===== src/rtl/mul_pkg.sv =====
// Shared types and helpers for the multiplier scheduler: stage record and
// the low-word signed product used between pipeline stage 0 and 1.
package mul_pkg;

  localparam int XLEN = 32;
  localparam int ID_W = 3;  // wide enough for up to 8 requesters

  typedef struct packed {
    logic            valid;
    logic [ID_W-1:0] id;
    logic [XLEN-1:0] a;
    logic [XLEN-1:0] b;   // operand b in stage 0, product from stage 1 on
  } mul_stage_t;

  function automatic logic [XLEN-1:0] mul_lo32(input logic [XLEN-1:0] a,
                                               input logic [XLEN-1:0] b);
    logic signed [2*XLEN-1:0] ae, be, p;
    ae = {{XLEN{a[XLEN-1]}}, a};
    be = {{XLEN{b[XLEN-1]}}, b};
    p  = ae * be;
    return p[XLEN-1:0];
  endfunction

  function automatic int id_w(input int n);
    return (n > 1) ? $clog2(n) : 1;
  endfunction

endpackage


===== src/rtl/mul_scheduler_if.sv =====
// Request/response bundle between the ALU-side requesters and the shared
// multiplier scheduler.
interface mul_scheduler_if
  import mul_pkg::*;
#(
  parameter int NREQ = 2,
  parameter int IDW  = (NREQ > 1) ? $clog2(NREQ) : 1
);
  logic [NREQ-1:0]           req_valid;
  logic [NREQ-1:0]           req_ready;
  logic [NREQ-1:0][XLEN-1:0] req_a;
  logic [NREQ-1:0][XLEN-1:0] req_b;
  logic                      rsp_valid;
  logic                      rsp_ready;
  logic [IDW-1:0]            rsp_id;
  logic [XLEN-1:0]           rsp_data;
  logic                      busy;
  logic [31:0]               op_count;

  modport master (
    output req_valid, req_a, req_b, rsp_ready,
    input  req_ready, rsp_valid, rsp_id, rsp_data, busy, op_count
  );

  modport slave (
    input  req_valid, req_a, req_b, rsp_ready,
    output req_ready, rsp_valid, rsp_id, rsp_data, busy, op_count
  );
endinterface


===== src/rtl/rr_arbiter.sv =====
// Round-robin arbiter: scans from the pointer upward and moves the pointer
// past the winner only when the grant is actually taken.
module rr_arbiter #(
  parameter  int N  = 2,
  localparam int IW = (N > 1) ? $clog2(N) : 1
) (
  input  logic          clk,
  input  logic          rst_n,
  input  logic [N-1:0]  req,
  input  logic          advance,
  output logic [N-1:0]  grant,
  output logic [IW-1:0] grant_idx
);

  logic [IW-1:0] ptr_q, ptr_d;
  logic [IW-1:0] jj;
  logic          found;
  int            j, nx;

  always_comb begin
    grant_idx = '0;
    found     = 1'b0;
    j         = 0;
    jj        = '0;
    for (int k = 0; k < N; k++) begin
      j = int'(ptr_q) + k;
      if (j >= N) j = j - N;
      jj = j[IW-1:0];
      if (!found && req[jj]) begin
        found     = 1'b1;
        grant_idx = jj;
      end
    end
    grant = found ? (N'(1) << grant_idx) : '0;
  end

  // With N=1 the wrap below always lands on 0, so the pointer stays constant.
  always_comb begin
    ptr_d = ptr_q;
    nx    = 0;
    if (advance) begin
      nx = int'(grant_idx) + 1;
      if (nx >= N) nx = 0;
      ptr_d = nx[IW-1:0];
    end
  end

  always_ff @(posedge clk or negedge rst_n) begin
    if (!rst_n) ptr_q <= '0;
    else        ptr_q <= ptr_d;
  end

endmodule


===== src/rtl/mul_scheduler.sv =====
// Shares one 32x32 signed multiplier among NREQ requesters: round-robin
// grant, LAT-stage stallable pipeline, tagged single response channel.
module mul_scheduler
  import mul_pkg::*;
#(
  parameter int NREQ = 2,
  parameter int LAT  = 2
) (
  input logic            clk,
  input logic            rst_n,
  mul_scheduler_if.slave bus
);

  localparam int IDW = id_w(NREQ);

  logic [NREQ-1:0] grant;
  logic [IDW-1:0]  grant_idx;
  logic            stall;
  logic            accept;
  logic            busy_w;
  logic [31:0]     op_count_q, op_count_d;
  mul_stage_t      stg_q [LAT];
  mul_stage_t      stg_d [LAT];

  // The whole pipe freezes behind a held response; bubbles stay in place.
  assign stall         = stg_q[LAT-1].valid & ~bus.rsp_ready;
  assign bus.req_ready = grant & {NREQ{~stall & rst_n}};
  assign accept        = |(bus.req_valid & bus.req_ready);

  rr_arbiter #(.N(NREQ)) u_arb (
    .clk       (clk),
    .rst_n     (rst_n),
    .req       (bus.req_valid),
    .advance   (accept),
    .grant     (grant),
    .grant_idx (grant_idx)
  );

  always_comb begin
    for (int i = 0; i < LAT; i++) stg_d[i] = stg_q[i];
    if (!stall) begin
      stg_d[0].valid = accept;
      if (accept) begin
        stg_d[0].id = ID_W'(grant_idx);
        stg_d[0].a  = bus.req_a[grant_idx];
        stg_d[0].b  = bus.req_b[grant_idx];
      end
      stg_d[1]   = stg_q[0];
      stg_d[1].b = mul_lo32(stg_q[0].a, stg_q[0].b);
      for (int i = 2; i < LAT; i++) stg_d[i] = stg_q[i-1];
    end
  end

  always_comb begin
    busy_w = 1'b0;
    for (int i = 0; i < LAT; i++) busy_w = busy_w | stg_q[i].valid;
  end

  assign op_count_d = accept ? op_count_q + 32'd1 : op_count_q;

  always_ff @(posedge clk or negedge rst_n) begin
    if (!rst_n) begin
      for (int i = 0; i < LAT; i++) stg_q[i] <= '0;
      op_count_q <= '0;
    end else begin
      stg_q      <= stg_d;
      op_count_q <= op_count_d;
    end
  end

  assign bus.rsp_valid = stg_q[LAT-1].valid;
  assign bus.rsp_id    = stg_q[LAT-1].id[IDW-1:0];
  assign bus.rsp_data  = stg_q[LAT-1].b;
  assign bus.busy      = busy_w;
  assign bus.op_count  = op_count_q;

endmodule

===== src/flat_wrapper.sv =====
// flat-port wrapper written by rule: the top's interface ports become plain ports
module mul_scheduler_flat import mul_pkg::*;
#(
  parameter int NREQ = 2,
  parameter int LAT  = 2
)
  (clk, rst_n, bus_req_valid, bus_req_a, bus_req_b, bus_rsp_ready, bus_req_ready, bus_rsp_valid, bus_rsp_id, bus_rsp_data, bus_busy, bus_op_count);
  mul_scheduler_if #(.NREQ(NREQ)) bus_i ();
  input logic clk;
  input logic rst_n;
  input wire logic [$bits(bus_i.req_valid)-1:0] bus_req_valid;
  input wire logic [$bits(bus_i.req_a)-1:0] bus_req_a;
  input wire logic [$bits(bus_i.req_b)-1:0] bus_req_b;
  input wire logic [$bits(bus_i.rsp_ready)-1:0] bus_rsp_ready;
  output wire logic [$bits(bus_i.req_ready)-1:0] bus_req_ready;
  output wire logic [$bits(bus_i.rsp_valid)-1:0] bus_rsp_valid;
  output wire logic [$bits(bus_i.rsp_id)-1:0] bus_rsp_id;
  output wire logic [$bits(bus_i.rsp_data)-1:0] bus_rsp_data;
  output wire logic [$bits(bus_i.busy)-1:0] bus_busy;
  output wire logic [$bits(bus_i.op_count)-1:0] bus_op_count;
  assign bus_i.req_valid = bus_req_valid;
  assign bus_i.req_a = bus_req_a;
  assign bus_i.req_b = bus_req_b;
  assign bus_i.rsp_ready = bus_rsp_ready;
  assign bus_req_ready = bus_i.req_ready;
  assign bus_rsp_valid = bus_i.rsp_valid;
  assign bus_rsp_id = bus_i.rsp_id;
  assign bus_rsp_data = bus_i.rsp_data;
  assign bus_busy = bus_i.busy;
  assign bus_op_count = bus_i.op_count;
  mul_scheduler #(.NREQ(NREQ), .LAT(LAT)) u_core (.clk(clk), .rst_n(rst_n), .bus(bus_i));
endmodule

===== config.mk =====
export PLATFORM = sky130hd
export DESIGN_NAME = mul_scheduler_flat
export DESIGN_NICKNAME = d
export VERILOG_FILES = /design/src/rtl/mul_pkg.sv /design/src/rtl/mul_scheduler_if.sv /design/src/rtl/rr_arbiter.sv /design/src/rtl/mul_scheduler.sv /design/src/flat_wrapper.sv
export SDC_FILE = /design/constraint.sdc
export NUM_CORES = 1
export LEC_CHECK = 0
export BUFFER_PORTS_ARGS = -buffer_cell sky130_fd_sc_hd__clkbuf_2
export CORE_MARGIN = 5
export CORE_UTILIZATION = 63
export CTS_BUF_LIST = sky130_fd_sc_hd__clkbuf_4 sky130_fd_sc_hd__clkbuf_8
export CTS_CLUSTER_DIAMETER = 30
export DETAILED_ROUTE_END_ITERATION = 10
export GPL_TIMING_DRIVEN = 0
export PLACE_DENSITY = 0.84
export SLEW_MARGIN = 5
export SYNTH_ARGS = -nofsm -noshare
export SYNTH_HDL_FRONTEND = slang
export SYNTH_SLANG_ARGS = --single-unit
export TNS_END_PERCENT = 10

===== constraint.sdc =====
create_clock -name clk -period 9.2 [get_ports clk]
set_input_delay 1.84 -clock clk [delete_from_list [all_inputs] [get_ports clk]]
set_output_delay 1.84 -clock clk [all_outputs]
set_load 0.005 [all_outputs]

==> results, run 1 <==
- A synthesized cell averages roughly 9.4 um2.
- Setup repair after global routing left no endpoint under its margin.
- The synthesized design contains roughly 130 register bits.
- The maximum operating frequency is around 120 MHz.
- The clock root buffer master is sky130_fd_sc_hd__clkbuf_8.
- Entering global routing, the biggest net connects 97 pins.
- The final-report hold violation count is 0.
- The later pin in the worst-skew pair is clocked with a latency of 0.49 ns.
- The first global-routing pass estimated 105 mm of wire.
- In the synthesized netlist the dominant register cell turns out to be sky130_fd_sc_hd__dfrtp_1.
- The worst setup path is launched from a register.
- The final wirelength is ~68 mm.
- The die footprint is 0.0389 mm2.
- The clock net in this run drives a total of 133 sinks.
- The met1 demand-to-capacity share in global routing is 43.5%.
- The worst path setup slack after routing is 0.912 ns.
- The core outline area is 0.0345 mm2.
- The post-route fraction of the period consumed by the critical path is 90.1%.
- The post-layout net count is around 3.3k.
- Counting flops with a built-in enable in the synthesized netlist gives 0.
- The number of max-slew violations in the final report is 0.
- Global routing used 35.8% of the available tracks across all layers.
- The floorplan die width is 197 um.
- The height of the chip is ~200 um.
- The setup slack after placement is between 1 and 1.5 ns.
- just over 200 I/O pins were placed.
- After clock tree synthesis, the flow added hold-fix buffers numbering 0.
- In this run the worst path has a maximum fanout of 10.
- The number of violations of the max-capacitance limit is 0.
- The time the final worst path needs with I/O delays and setup is between 8 and 9 ns.
- The initial antenna violation count was 5.
- The share of the yosys chip area belonging to registers is ~15%.
- The transition time at the pin with the least slew margin is around 1.2 ns.
- The Yosys step of the flow raised 0 warnings.
- The data arrival time of the critical path is around 8.6 ns.
- Relative to the synthesized area, the layout overhead comes to 9.31%.
- The total number of placement rows is approximately 70.
- After clock tree synthesis, the repair step resized 0 gates.
- Synthesis produced a netlist with a net count of 3050.
- The deepest level of the CTS H-tree is 4.
- The initial core utilization is 64.0%.
- The vias after detailed routing is ~18k.
- The global routing stage identified its most utilized layer as met2.
- The worst clock skew is approximately 0.015 ns.
- The global routing met3 resource utilization is between 10% and 20%.
- The post-detailed-route DRC marker count is 0.
- The met2 routing resource usage after global routing is about 56%.
- Synthesis instantiated 70 different standard cells from the library.
- In the final routed layout, each cell accounts on average for between 20 and 25 um.
- The path class of the tightest hold or removal check is reg2reg.
- The total negative slack is 0 ns.
- The post-synthesis cell area is 0.0221 mm2.
- The iteration-0 DRC count of the detailed router is around 1.6k.
- The most area-hungry cell type in the Yosys netlist is sky130_fd_sc_hd__fa_1.
- Measured against its own limit, the worst slew margin works out to a little under a quarter.
- The fraction of layout instances using a drive strength above 1 is a little under an eighth.
- The CTS tree is yes.
- The maximum clock path buffer count is 2.
- Input and output buffers added on the ports amount to between 200 and 250.
- The data required time at the worst endpoint is roughly 9.6 ns.
- The placed wire-length estimate is 54.7 mm.
- After technology mapping, the gate count stands at 2358.
- The first detailed-routing pass ran for 6 iterations.
- The via count of the first global-routing pass is 19.2k.
- The number of setup buffers added after CTS is 0.
- The synthesized design devotes to its leading area cell type a little under two fifths of total area.
- The remaining antenna violation count after routing is 0.
- The flow ran to the end, and the final reports show no timing, DRC or antenna violations.
- The total clock buffers created by CTS is 17.
- The path type of the worst setup path is reg2reg.
- The total grt overflow is 0.
- Counting flops with an async set or reset pin after synthesis yields a share of 100%.
- Setup violations remaining at the end of the flow were counted as 0.
- In the post-synthesis netlist, the biggest area contributors are sky130_fd_sc_hd__fa_1, sky130_fd_sc_hd__dfrtp_1, sky130_fd_sc_hd__and2_1.
- Dividing the detail-routed via count by the number of cells gives around 5.8.
- The nature of the critical path endpoint is a register.
- The congestion estimate from routability-driven global placement came to slightly above 1.
- After clock tree synthesis, the clock-pin slew on the worst setup and hold paths is around 0.10 ns.
==> worst max-delay path, stage by stage (launching register included) <==
cell and delay (ns):
sky130_fd_sc_hd__dfrtp_1 0.39, sky130_fd_sc_hd__clkbuf_1 0.78, sky130_fd_sc_hd__clkbuf_1 0.92, sky130_fd_sc_hd__nand2_1 0.17, sky130_fd_sc_hd__fa_1 0.41, sky130_fd_sc_hd__inv_1 0.08, sky130_fd_sc_hd__fa_1 0.41, sky130_fd_sc_hd__inv_1 0.09
sky130_fd_sc_hd__fa_1 0.43, sky130_fd_sc_hd__fa_1 0.40, sky130_fd_sc_hd__inv_1 0.08, sky130_fd_sc_hd__fa_1 0.43, sky130_fd_sc_hd__fa_1 0.57, sky130_fd_sc_hd__fa_1 0.46, sky130_fd_sc_hd__fa_1 0.51, sky130_fd_sc_hd__ha_1 0.43
sky130_fd_sc_hd__nand4_1 0.16, sky130_fd_sc_hd__nor2_1 0.29, sky130_fd_sc_hd__and4_2 0.28, sky130_fd_sc_hd__a221oi_2 0.05, sky130_fd_sc_hd__a211o_2 0.34, sky130_fd_sc_hd__o21ai_2 0.19, sky130_fd_sc_hd__xnor2_1 0.16, sky130_fd_sc_hd__a21oi_1 0.10
==> worst paths after layout <==
kind,slack (ns),end,cells after the start,start
min in group asynchronous,1.27,u_core.stg_q[95],1,rst_n
max in group asynchronous,7.11,u_core.bus.rsp_data[31],2,rst_n
max,0.91,u_core.bus.rsp_data[31],23,u_core.stg_q[103]
max reg2reg,0.91,u_core.bus.rsp_data[31],23,u_core.stg_q[103]
min,0.49,u_core.bus.rsp_data[5],2,u_core.bus.rsp_data[5]
min reg2reg,0.49,u_core.bus.rsp_data[5],2,u_core.bus.rsp_data[5]
==> metal layers <==
layer	vias to the layer above	part of all wire, %	wire length [um]
met3	310	11	7780
met1	8759	35	24100
met2	1076	45	30900
li1	7466	-	-
met5	-	0	0
met4	0	7.7	5240
==> metrics by stage <==
step                instances  hold slack, ns  area, um2  util [%]
floorplan                2358           0.440      22100         -
global placement         3014           0.455      23700      68.5
detailed placement       3015           0.466      23700      68.6
CTS                      3047           0.488      24100      69.9
global route             3048           0.514      24100      69.9
finish                   3049           0.487      24200      69.9
==> cells in the mapped netlist (6+ instances only) <==
master and instances:
sky130_fd_sc_hd__buf_4 33, sky130_fd_sc_hd__buf_2 9, sky130_fd_sc_hd__nand3_1 20, sky130_fd_sc_hd__a21oi_1 34, sky130_fd_sc_hd__ha_1 151, sky130_fd_sc_hd__nand4_1 6
sky130_fd_sc_hd__a22oi_1 62, sky130_fd_sc_hd__nor2_1 33, sky130_fd_sc_hd__nand2_1 329, sky130_fd_sc_hd__and2_1 372, sky130_fd_sc_hd__clkbuf_1 104, sky130_fd_sc_hd__dfrtp_1 133
sky130_fd_sc_hd__inv_1 432, sky130_fd_sc_hd__fa_1 408, sky130_fd_sc_hd__xnor2_1 86, sky130_fd_sc_hd__o21ai_0 19, sky130_fd_sc_hd__xor2_1 27, sky130_fd_sc_hd__nor3_1 8
==> flip-flops by register name (all words and copies together), names as in the netlist <==
| signal | cells |
|---|---|
| u_core.bus.rsp_id | 1 |
| u_core.stg_q | 66 |
| u_core.bus.rsp_valid | 1 |
| u_core.u_arb.ptr_q | 1 |
| u_core.bus.op_count | 32 |
| u_core.bus.rsp_data | 32 |
==> final cells by class <==
class	count	area, um2
Clock inverter	15	206
Fill cell	2619	10400
Inverter	432	1620
Timing Repair Buffer	202	1040
Multi-Input combinational cell	1642	16400
Antenna cell	2	5.00
Buffer	151	716
Clock buffer	17	234
Tap cell	455	569
Sequential cell	133	3330
==> logic make-up (layout without fill, tap and decap cells) <==
kind of cell,Yosys count,after routing,share of synthesized area [%]
AND/OR/NAND/NOR,805,805,18.8
buffers and inverters,583,817,10.6
adder cells (fa/ha/maj),559,559,45.5
AO/OA/AOI/OAI,160,160,5.24
flip-flops,133,133,15.1
XOR/XNOR,114,114,4.58
multiplexers,4,4,0.187
other,0,2,0
==> layout by cell type, fill, tap and decap left out, drive strengths merged, types with 5 or more instances in the layout <==
master / count
inv: 440
dfrtp: 133
xnor2: 86
nor3: 9
fa: 408
clkbuf: 323
and2: 373
ha: 151
nand2: 329
a21oi: 35
a21o: 7
nand4: 6
nand2b: 5
o21ai: 22
nand3: 21
buf: 46
xor2: 27
nor2b: 5
a22oi: 62
o21bai: 5
nor2: 33
o21a: 5
Power of run 1 is left out: the tool's default activity adds up to more than one toggle a clock period on the data nets, which glitch-free logic cannot reach.
==> run 2, diff against run 1 <==
CORE_UTILIZATION = 65   (was 63)
PLACE_DENSITY = 0.86   (was 0.84)
clock period = 9.6 ns   (was 9.2 ns; I/O delays follow)
==> run 2 against run 1 <==
  * Cell area barely moved
  * Clock-buffer cell count increased by 1
  * Final cell count is 0.20% lower
  * Setup slack better by 0.34 ns
  * Critical path type unchanged
  * Largest cell class unchanged
  * Sequential share of layout area about the same
  * Fmax decreased by 0.67%
  * Die area shrank 2.9%
  * Wire length rose by 0.41%
  * Via count up 0.51%
  * Flip-flop and latch count did not move
==> results, run 2 (synthesis gave the netlist of run 1 again) <==
- The count of buffers added by post-CTS timing repair for setup is 0 (unchanged).
- The total number of placement rows was 67 (-1.5%).
- The transition time at the pin with the least slew margin is 1.26 ns (+0.0997 ns).
- The total negative slack was 0 ns (unchanged).
- Setup repair after global routing left no endpoint under its margin.
- The relative slew slack is 15.9% (-6.6 points).
- By startpoint and endpoint, the worst setup path is classified as reg2reg.
- The pin count of the biggest net entering global routing was 110 (+13%).
- The placed wire-length estimate is 54.6 mm (-0.26%).
- The average wire per cell in the routed design is 22.4 um (+0.61%).
- The core outline area is 0.0335 mm2 (-2.9%).
- The longest individual stage delay on the worst path was 0.99 ns (+0.07 ns).
- The CTS tree is yes.
- The post-detailed-route via-to-cell ratio is 5.82 (+0.70%).
- The run finished with clean final reports.
- The worst setup path is captured at a register.
- The data arrival time of the critical path is 8.68 ns (+0.04 ns).
- The post-route fraction of the period consumed by the critical path was 86.9% (-3.2 points).
- The final wirelength is 68.3 mm (+0.41%).
- The length of the first detailed-routing pass in iterations is 6 (unchanged).
- Clock tree synthesis selected as its root buffer the cell sky130_fd_sc_hd__clkbuf_8.
- The vias after detailed routing is 17.7k (+0.51%).
- The number of flip-flops under the largest register name is 66 (unchanged).
- The clock-pin transition on the worst setup and hold timing paths is 0.10 ns (about the same).
- Leaving out fill and tap cells, the most frequent cell in the layout is sky130_fd_sc_hd__inv_1.
- The maximum operating frequency is 120 MHz (-0.67%).
- The global-route wire length before repair is 106 mm (+1.4%).
- The maximum clock path buffer count is 2 (unchanged).
- The count of input and output buffers is 201 (unchanged).
- The maximum fanout encountered on the critical timing path is 10 (unchanged).
- The fraction of layout instances using a drive strength above 1 is 11.7% (unchanged).
- Among all stages on the critical path, the largest delay is contributed by sky130_fd_sc_hd__clkbuf_1.
- The iteration-0 DRC count of the detailed router is 1573 (+0.96%).
- Ranked by flip-flop count, first place goes to u_core.stg_q.
- The aggregate global-route resource usage came to 36.9% (+1.1 points).
- The remaining antenna violation count after routing came to 0 (unchanged).
- The CTS sink count was 133 (unchanged).
- The time the final worst path needs with I/O delays and setup is 8.34 ns (+0.0558 ns).
- The total of hold buffers inserted after clock tree synthesis was 0 (unchanged).
- The clock insertion delay at the later pin of the skew report was 0.49 ns (about the same).
- The signal on the critical path passes through clkbuf_1 -> clkbuf_1 -> nand2_1 -> fa_1 -> inv_1 -> fa_1 -> inv_1 -> fa_1 -> fa_1 -> inv_1 -> fa_1 -> fa_1 -> fa_1 -> fa_1 -> ha_1 -> nand4_1 -> nor2_1 -> and4_2 -> a221oi_2 -> a211o_2 -> o21ai_2 -> xnor2_1 -> a21oi_1.
- The number of placed I/O pins is 202 (unchanged).
- The startpoint type of the worst setup path is a register.
- The final-report hold violation count is 0 (unchanged).
- The post-detailed-route DRC marker count is 0 (unchanged).
- The via count of the first global-routing pass is 19.1k (-0.49%).
- Counting stages on the worst path, the most repeated cell is sky130_fd_sc_hd__fa_1.
- The post-layout net count was 3271 (unchanged).
- The placer's final routability congestion estimate is 1.03 (-0.22%).
- The total clock buffers created by CTS is 17 (unchanged).
- The floorplan die width came to 194 um (-1.5%).
- The initial antenna violation count is 7 (+2).
- The total grt overflow was 0 (unchanged).
- The number of gates resized after CTS is 0 (unchanged).
- Leaving out fill and tap cells, the most frequent cells in the layout are sky130_fd_sc_hd__inv_1, sky130_fd_sc_hd__fa_1, sky130_fd_sc_hd__and2_1.
- The initial core utilization is 65.9% (+1.9 points).
- The synthesis-to-layout area growth came to 9.23% (about the same).
- The data required time at the worst endpoint is 9.94 ns (+0.39 ns).
- The worst clock skew is 0.0236 ns (+0.00911 ns).
- The number of max-slew violations in the final report came to 0 (unchanged).
- The classification of the worst-slack hold path is reg2reg.
- The number of violations of the max-capacitance limit is 0 (unchanged).
- The count of endpoints failing setup in the final report is 0 (unchanged).
- The deepest level of the CTS H-tree is 4 (unchanged).
- The die footprint came to 0.0378 mm2 (-2.9%).
- The height of the chip is 194 um (-1.5%).
[run 2: cell types whose count changed in the layout (fill, tap and decap cells not counted), sizes merged]
cell      before  now
diode          2    3
inv          440  441
clkinvlp       2    0
clkbuf       323  324
[run 2: final cells by class]
class	count	area, um2
diodes	3	7.51
plain buffers	151	716
clock buffers	18	248
clock inverters	14	181
fillers	2525	9400
inverters	432	1620
multi-input cells	1642	16400
flip-flops and latches	133	3330
well taps	448	561
repair buffers	202	1040
[run 2: metrics by stage]
stage | area [um2] | cells | hold slack (ns) | utilization, % | setup WS, ns
finish | 24100 | 3043 | 0.483 | 72.0 | 1.26
global route | 24100 | 3041 | 0.514 | 72.0 | 1.10
CTS | 24100 | 3040 | 0.487 | 71.9 | 1.51
detailed placement | 23700 | 3008 | 0.461 | 70.7 | 1.53
global placement | 23700 | 3007 | 0.455 | 70.6 | 1.54
floorplan | 22100 | 2358 | 0.440 | - | 2.90
[run 2: worst max-delay path: cells and delay by family (launching register included)]
family | cells | cell delay [ns]
AOI/OAI and AO/OA | 4 | 0.68
adders and majority gates | 9 | 4.10
xor gates and xnor gates | 1 | 0.15
DFF | 1 | 0.38
and+or+nand+nor | 4 | 0.96
buffers and inverters | 5 | 1.93
[run 2: path summary, 6_finish.rpt]
kind	startpoint	to	slack, ns	depth (start not counted)
worst max register to register	u_core.stg_q[103]	u_core.bus.rsp_data[31]	1.26	23
worst max-delay path	u_core.stg_q[103]	u_core.bus.rsp_data[31]	1.26	23
worst min register to register	u_core.bus.op_count[31]	u_core.bus.op_count[31]	0.48	1
worst min-delay path	u_core.bus.op_count[31]	u_core.bus.op_count[31]	0.48	1
min in group asynchronous	rst_n	u_core.stg_q[109]	1.31	1
max in group asynchronous	rst_n	u_core.bus.rsp_data[11]	7.44	2
[run 2: routing by layer]
metal	wire length (um)	GRT usage, %	vias to the layer above
met3	8730	12.0	269
met2	30500	56.6	1147
met1	24100	46.4	8812
met5	51	0	-
met4	4830	21.0	8
li1	-	-	7464
Power of run 2 is left out for the same reason.
